**config.mk**
```make
export PLATFORM = sky130hd
export DESIGN_NAME = pool_layer_sequencer_flat
export DESIGN_NICKNAME = d
export VERILOG_FILES = /design/src/rtl/pool_layer_sequencer_if.sv /design/src/rtl/pool_layer_sequencer.sv /design/src/flat_wrapper.sv
export SDC_FILE = /design/constraint.sdc
export NUM_CORES = 1
export LEC_CHECK = 0
export CORE_ASPECT_RATIO = 0.75
export CORE_UTILIZATION = 45
export CTS_CLUSTER_DIAMETER = 50
export DETAILED_ROUTE_END_ITERATION = 16
export DONT_BUFFER_PORTS = 1
export PLACE_DENSITY = 0.58
export SLEW_MARGIN = 20
export SYNTH_ARGS = -nofsm -noshare
export SYNTH_HDL_FRONTEND = slang
export SYNTH_SLANG_ARGS = --single-unit
```
**constraint.sdc**
```tcl
create_clock -name clk -period 1.4 [get_ports clk]
set_input_delay 0.28 -clock clk [delete_from_list [all_inputs] [get_ports clk]]
set_output_delay 0.28 -clock clk [all_outputs]
set_load 0.02 [all_outputs]
```
**src/rtl/pool_layer_sequencer_if.sv**
```systemverilog
// Handshake bundle between the layer sequencer, the network FSM and the
// conv/pool datapaths. The sequencer side uses the master modport.
interface pool_layer_sequencer_if #(
  parameter int CH_W = 4
);
  logic            layer_start;
  logic            layer_busy;
  logic            layer_done;
  logic            layer_err;
  logic            conv_start;
  logic            conv_done;
  logic [1:0]      cal_wait;
  logic            pool_done;
  logic [CH_W-1:0] ch_idx;
  logic            pool_bank_we_en;

  modport master (
    input  layer_start,
    input  conv_done,
    input  pool_done,
    output layer_busy,
    output layer_done,
    output layer_err,
    output conv_start,
    output cal_wait,
    output ch_idx,
    output pool_bank_we_en
  );

  modport slave (
    output layer_start,
    output conv_done,
    output pool_done,
    input  layer_busy,
    input  layer_done,
    input  layer_err,
    input  conv_start,
    input  cal_wait,
    input  ch_idx,
    input  pool_bank_we_en
  );
endinterface

```
**src/rtl/pool_layer_sequencer.sv**
```systemverilog
// Layer-level sequencer: walks every output channel through conv, 2x2 max
// pooling and an idle gap, with a watchdog on the pooling phase.
//
// state     | meaning
// ----------+-----------------------------------------------------------
// IDLE      | waiting for layer_start
// CONV_KICK | one cycle; conv_start is registered out of this state
// CONV_WAIT | conv engine running, waiting for conv_done
// POOL      | pooling running, waiting for pool_done or watchdog expiry
// GAP       | cal_wait held at 00 so the pooling counters clear
// DONE      | one cycle; layer_done visible, busy drops afterwards
//
// Every output is a flop. Most are loaded from next_state so they change on
// the same edge as the state; conv_start is loaded from the current state,
// which places it one cycle after CONV_KICK is entered.
module pool_layer_sequencer #(
  parameter int NUM_CH       = 6,
  parameter int CH_W         = 4,
  parameter int GAP_CYCLES   = 4,
  parameter int POOL_TIMEOUT = 2047
) (
  input  logic                   clk,
  input  logic                   rst,
  pool_layer_sequencer_if.master bus
);

  localparam int GAP_W = $clog2(GAP_CYCLES + 1);

  typedef enum logic [2:0] {
    S_IDLE,
    S_CONV_KICK,
    S_CONV_WAIT,
    S_POOL,
    S_GAP,
    S_DONE
  } state_t;

  state_t state, next_state;

  logic [10:0]      wd_q, wd_d;
  logic [GAP_W-1:0] gap_q, gap_d;
  logic [CH_W-1:0]  ch_q, ch_d;
  logic             busy_q, busy_d;
  logic             done_q, done_d;
  logic             err_q, err_d;
  logic             conv_start_q, conv_start_d;
  logic [1:0]       cal_wait_q, cal_wait_d;
  logic             we_q, we_d;

  logic timeout;
  logic gap_last;
  logic last_ch;

  assign timeout  = (wd_q == 11'(POOL_TIMEOUT));
  assign gap_last = (gap_q == GAP_W'(GAP_CYCLES - 1));
  assign last_ch  = (ch_q == CH_W'(NUM_CH - 1));

  // State register.
  always_ff @(posedge clk) begin
    if (rst) state <= S_IDLE;
    else     state <= next_state;
  end

  // Next-state decode; pool_done is checked before the watchdog so it wins a tie.
  always_comb begin
    next_state = state;
    case (state)
      S_IDLE:      if (bus.layer_start) next_state = S_CONV_KICK;
      S_CONV_KICK: next_state = S_CONV_WAIT;
      S_CONV_WAIT: if (bus.conv_done) next_state = S_POOL;
      S_POOL:      if (bus.pool_done || timeout) next_state = S_GAP;
      S_GAP:       if (gap_last) next_state = last_ch ? S_DONE : S_CONV_KICK;
      S_DONE:      next_state = S_IDLE;
      default:     next_state = S_IDLE;
    endcase
  end

  // Next values for the registered outputs and the two counters.
  always_comb begin
    busy_d       = busy_q;
    err_d        = err_q;
    ch_d         = ch_q;
    done_d       = (next_state == S_DONE);
    conv_start_d = (state == S_CONV_KICK);
    we_d         = (next_state == S_POOL);
    wd_d         = '0;
    gap_d        = '0;

    case (next_state)
      S_CONV_KICK, S_CONV_WAIT: cal_wait_d = 2'b01;
      S_POOL:                   cal_wait_d = 2'b11;
      default:                  cal_wait_d = 2'b00;
    endcase

    if (state == S_IDLE && bus.layer_start) begin
      busy_d = 1'b1;
      err_d  = 1'b0;
      ch_d   = '0;
    end

    if (state == S_POOL && !bus.pool_done && timeout) err_d = 1'b1;

    if (state == S_POOL && next_state == S_POOL)
      wd_d = (wd_q == 11'h7FF) ? wd_q : wd_q + 11'd1;

    if (state == S_GAP && next_state == S_GAP) gap_d = gap_q + GAP_W'(1);

    if (state == S_GAP && gap_last && !last_ch) ch_d = ch_q + CH_W'(1);

    if (state == S_DONE) begin
      busy_d = 1'b0;
      ch_d   = '0;
    end
  end

  // Output and counter registers.
  always_ff @(posedge clk) begin
    if (rst) begin
      busy_q       <= 1'b0;
      done_q       <= 1'b0;
      err_q        <= 1'b0;
      conv_start_q <= 1'b0;
      cal_wait_q   <= 2'b00;
      ch_q         <= '0;
      we_q         <= 1'b0;
      wd_q         <= '0;
      gap_q        <= '0;
    end else begin
      busy_q       <= busy_d;
      done_q       <= done_d;
      err_q        <= err_d;
      conv_start_q <= conv_start_d;
      cal_wait_q   <= cal_wait_d;
      ch_q         <= ch_d;
      we_q         <= we_d;
      wd_q         <= wd_d;
      gap_q        <= gap_d;
    end
  end

  assign bus.layer_busy      = busy_q;
  assign bus.layer_done      = done_q;
  assign bus.layer_err       = err_q;
  assign bus.conv_start      = conv_start_q;
  assign bus.cal_wait        = cal_wait_q;
  assign bus.ch_idx          = ch_q;
  assign bus.pool_bank_we_en = we_q;

endmodule
```
**src/flat_wrapper.sv**
```systemverilog
// flat-port wrapper written by rule: the top's interface ports become plain ports
module pool_layer_sequencer_flat 
#(
  parameter int NUM_CH       = 6,
  parameter int CH_W         = 4,
  parameter int GAP_CYCLES   = 4,
  parameter int POOL_TIMEOUT = 2047
)
  (clk, rst, bus_layer_start, bus_conv_done, bus_pool_done, bus_layer_busy, bus_layer_done, bus_layer_err, bus_conv_start, bus_cal_wait, bus_ch_idx, bus_pool_bank_we_en);
  pool_layer_sequencer_if #(.CH_W(CH_W)) bus_i ();
  input  logic clk;
  input  logic rst;
  input wire logic [$bits(bus_i.layer_start)-1:0] bus_layer_start;
  input wire logic [$bits(bus_i.conv_done)-1:0] bus_conv_done;
  input wire logic [$bits(bus_i.pool_done)-1:0] bus_pool_done;
  output wire logic [$bits(bus_i.layer_busy)-1:0] bus_layer_busy;
  output wire logic [$bits(bus_i.layer_done)-1:0] bus_layer_done;
  output wire logic [$bits(bus_i.layer_err)-1:0] bus_layer_err;
  output wire logic [$bits(bus_i.conv_start)-1:0] bus_conv_start;
  output wire logic [$bits(bus_i.cal_wait)-1:0] bus_cal_wait;
  output wire logic [$bits(bus_i.ch_idx)-1:0] bus_ch_idx;
  output wire logic [$bits(bus_i.pool_bank_we_en)-1:0] bus_pool_bank_we_en;
  assign bus_i.layer_start = bus_layer_start;
  assign bus_i.conv_done = bus_conv_done;
  assign bus_i.pool_done = bus_pool_done;
  assign bus_layer_busy = bus_i.layer_busy;
  assign bus_layer_done = bus_i.layer_done;
  assign bus_layer_err = bus_i.layer_err;
  assign bus_conv_start = bus_i.conv_start;
  assign bus_cal_wait = bus_i.cal_wait;
  assign bus_ch_idx = bus_i.ch_idx;
  assign bus_pool_bank_we_en = bus_i.pool_bank_we_en;
  pool_layer_sequencer #(.NUM_CH(NUM_CH), .CH_W(CH_W), .GAP_CYCLES(GAP_CYCLES), .POOL_TIMEOUT(POOL_TIMEOUT)) u_core (.clk(clk), .rst(rst), .bus(bus_i));
endmodule
```
==> flow_metrics.tcl <==
set metrics [dict create \
    dp_slack_ns -0.121 \
    cp_slowest_cell "dfxtp_2" \
    root_buffer "clkbuf_8" \
    rows 16 \
    synth-seq-cells 27 \
    io_pins 16 \
    setup-violations-final 11 \
    crit_chain "ha_4, ha_4, mux2_4, mux2i_2, o32a_1, a21boi_1" \
    final_cell_area_sq_um 1660 \
    wl_per_cell_um 12.6 \
    place_hpwl_mm 1.95 \
    crit_family "multiplexers" \
    synth_cell_types 40 \
    syn_area_sq_um 1250 \
    violations "negative setup slack" \
    endpoint_kind "flop" \
    slew_viol_final 0 \
    syn2layout_area_growth_pct 32.3 \
    finClkSkew_ns 0.00534 \
    maxSlewHeadroom_pct 73.7 \
    max-vdd-ir-drop_mv 0.644 \
    power_density_nw_per_um2 826 \
    cts_sinks 27 \
    cp.arrival_ns 1.68 \
    timing.rr.start "u_core.gap_q[0]" \
    yosysSeqAreaShare_pct 43.1 \
    chipHeight_um 47.7 \
    drive_above_1_share_pct 37.3 \
    n_antenna_cell 0 \
    min-delay-start "rst" \
    fin_hold_ws_ns 0.0582 \
    fin_ws_ns -0.122 \
    final_common_cell "buf_4" \
    mostFrequentLayoutCells "26 x buf_4, 24 x nor2_1, 19 x dfxtp_1" \
    rsz0062_at_grt "yes" \
    grt_max_degree 15 \
    die_x_um 63.0 \
    cts_buffers 3 \
    final.fill_count 226 \
    crit_required_ns 1.56 \
    grt_overflow 0 \
    dpl_cell_area_sq_um 1480 \
    path_clk_slew_ns 0.09 \
    cts-htree-levels 1 \
    num_vias 1024 \
    place_congestion 0.813 \
    post-route-period-util_pct 109 \
    cts_tree "built" \
    crit_top_cell "ha_4" \
    die_area_sq_um 3010 \
    min_path_cells 1 \
    crit_type "flop to flop" \
    r2r_setup_slack_ns -0.12 \
    first_pass_iters 4 \
    portBuffers 0 \
    worst_pin_slew_ns 0.394 \
    slowest_delay_ns 0.34 \
    drc_errors 0 \
    path_max_fanout 4 \
    clock_latency_ns 0.27 \
    drtIter0Drc 74 \
    grt_pass1_vias 828 \
    cts_hold_buf 0 \
    avgSynthCellArea_sq_um 8.90 \
    leakage_nw 0.645 \
    drv_cap 0 \
    holdPathEnd "u_core.state[2]" \
    reg2reg_depth 6 \
    hold_path.class "input port to flop" \
    timing.fmax_mhz 657 \
    syn_nets 151 \
    critPathBufInv 0 \
    initial_core_util_pct 47.9 \
    track_usage_pct 17.8 \
    post-route-util_pct 63.3 \
    finalHoldViolCount 0 \
    grt_pass1_wl_mm 3.97 \
    antenna_found_initial 0 \
    drt_wl_total_mm 2.54 \
    fin_crit_ns 1.52 \
    cts_max_path_buffers 2 \
    nNetsFinal 177 \
    status "finished, violations left" \
    yosysWarnings 0 \
    fin_tns_setup_ns -0.489 \
    via_per_inst 5.07 \
    core_sq_um 2620 \
    crit_path_start_kind "flop" \
    drtAntennaViolNets 0 \
    syn_inst 141 \
    r2r-end "u_core.bus.cal_wait[0]" \
]
==> layout make-up <==
type,instances,area (sq um),area share (%)
clock buffers,4,45.0,2.71
flip-flops and latches,27,556,33.5
repair buffers,27,215,13.0
inverters,6,22.5,1.36
multi-input cells,102,777,46.8
well taps,36,45.0,2.71
==> worst reg2reg max path, cell delays in order, from the launching register on <==
cell and delay, ns:
dfxtp_2 0.34, ha_4 0.16, ha_4 0.16, mux2_4 0.26, mux2i_2 0.17, o32a_1 0.24
a21boi_1 0.08
==> routing by layer <==
metal / GRT usage, % / routed length [um] / part of all wire [%] / up-vias
met1: 26.7 / 1380 / 54 / 461
met4: 2.79 / 10 / 0.39 / 0
met2: 24.1 / 1010 / 40 / 20
met5: 0 / 0 / 0 / -
met3: 6.43 / 145 / 5.7 / 2
li1: - / - / - / 541
==> flip-flops by register name (all words and copies together), names as in the netlist, 3 cells and up <==
signal / count
u_core.wd_q: 11
u_core.gap_q: 3
u_core.bus.ch_idx: 4
u_core.state: 3
==> worst max-delay path by stage <==
stage | start | to | cells after the start
after floorplan | u_core.state[0] | u_core.wd_q[7] | 7
after global placement | u_core.gap_q[0] | u_core.bus.cal_wait[0] | 6
after detailed placement | u_core.gap_q[0] | u_core.bus.cal_wait[0] | 6
after CTS | u_core.gap_q[0] | u_core.bus.cal_wait[0] | 6
after global routing | u_core.gap_q[0] | u_core.bus.cal_wait[0] | 6
final | u_core.gap_q[0] | u_core.bus.cal_wait[0] | 6
==> what timing repair did <==
action | CTS | global route
setup buffers | 0 | 0
endpoints found under the hold margin | 0 | 0
gates cloned | 0 | 0
setup endpoints to repair | 17 | 23
resized for setup | 6 | 23
pin swaps | 6 | 3
==> cells in the mapped netlist, drive strengths merged <==
master / instances / share of area [%]
nand2: 7 / 2.1
and3: 1 / 0.50
o21ai: 5 / 2.0
nor4: 1 / 0.50
a31o: 1 / 0.70
clkbuf: 1 / 0.30
or4b: 2 / 1.6
nor2: 25 / 7.5
o32a: 1 / 0.80
dfxtp: 27 / 43
buf: 5 / 3.4
nand3b: 2 / 2.2
xor2: 3 / 2.1
a21oi: 3 / 1.2
ha: 5 / 5.0
xnor2: 2 / 1.4
nor3: 10 / 4.8
mux2i: 4 / 3.2
nand4: 2 / 1.0
or3: 3 / 1.5
and2: 3 / 1.5
a22oi: 1 / 0.60
o211a: 1 / 0.80
a21boi: 2 / 1.2
o31ai: 2 / 1.2
a31oi: 1 / 0.50
a21o: 1 / 0.60
or2: 2 / 1.0
nor2b: 3 / 1.5
and2b: 1 / 0.60
nand3: 6 / 2.4
inv: 6 / 1.8
nor4b: 1 / 0.70
mux2: 1 / 0.90
==> stage by stage <==
step | power, mW | std cells
final | 1.37 | 202
after global routing | 1.44 | 202
after CTS | 1.37 | 202
after detailed placement | 0.940 | 198
after global placement | 0.937 | 198
after floorplan | 0.919 | 141
==> cells by family after synthesis <==
kind of cell               share of synthesized area, %
AOI/OAI and AO/OA                                  9.57
and+or+nand+nor                                    29.3
buffers and inverters                              5.48
xor gates and xnor gates                           3.49
muxes                                              4.09
adders and majority gates                          4.99
DFF                                                43.1
==> where the power goes <==
part           internal [mW]  total [mW]  leakage, nW  switching [mW]
Combinational         0.0639       0.118        0.400          0.0541
Clock                  0.204       0.427       0.0228           0.223
Sequential             0.787       0.825        0.223          0.0383
Total                   1.05        1.37        0.645           0.316
Note: power is estimated with default switching activity, not from simulation.
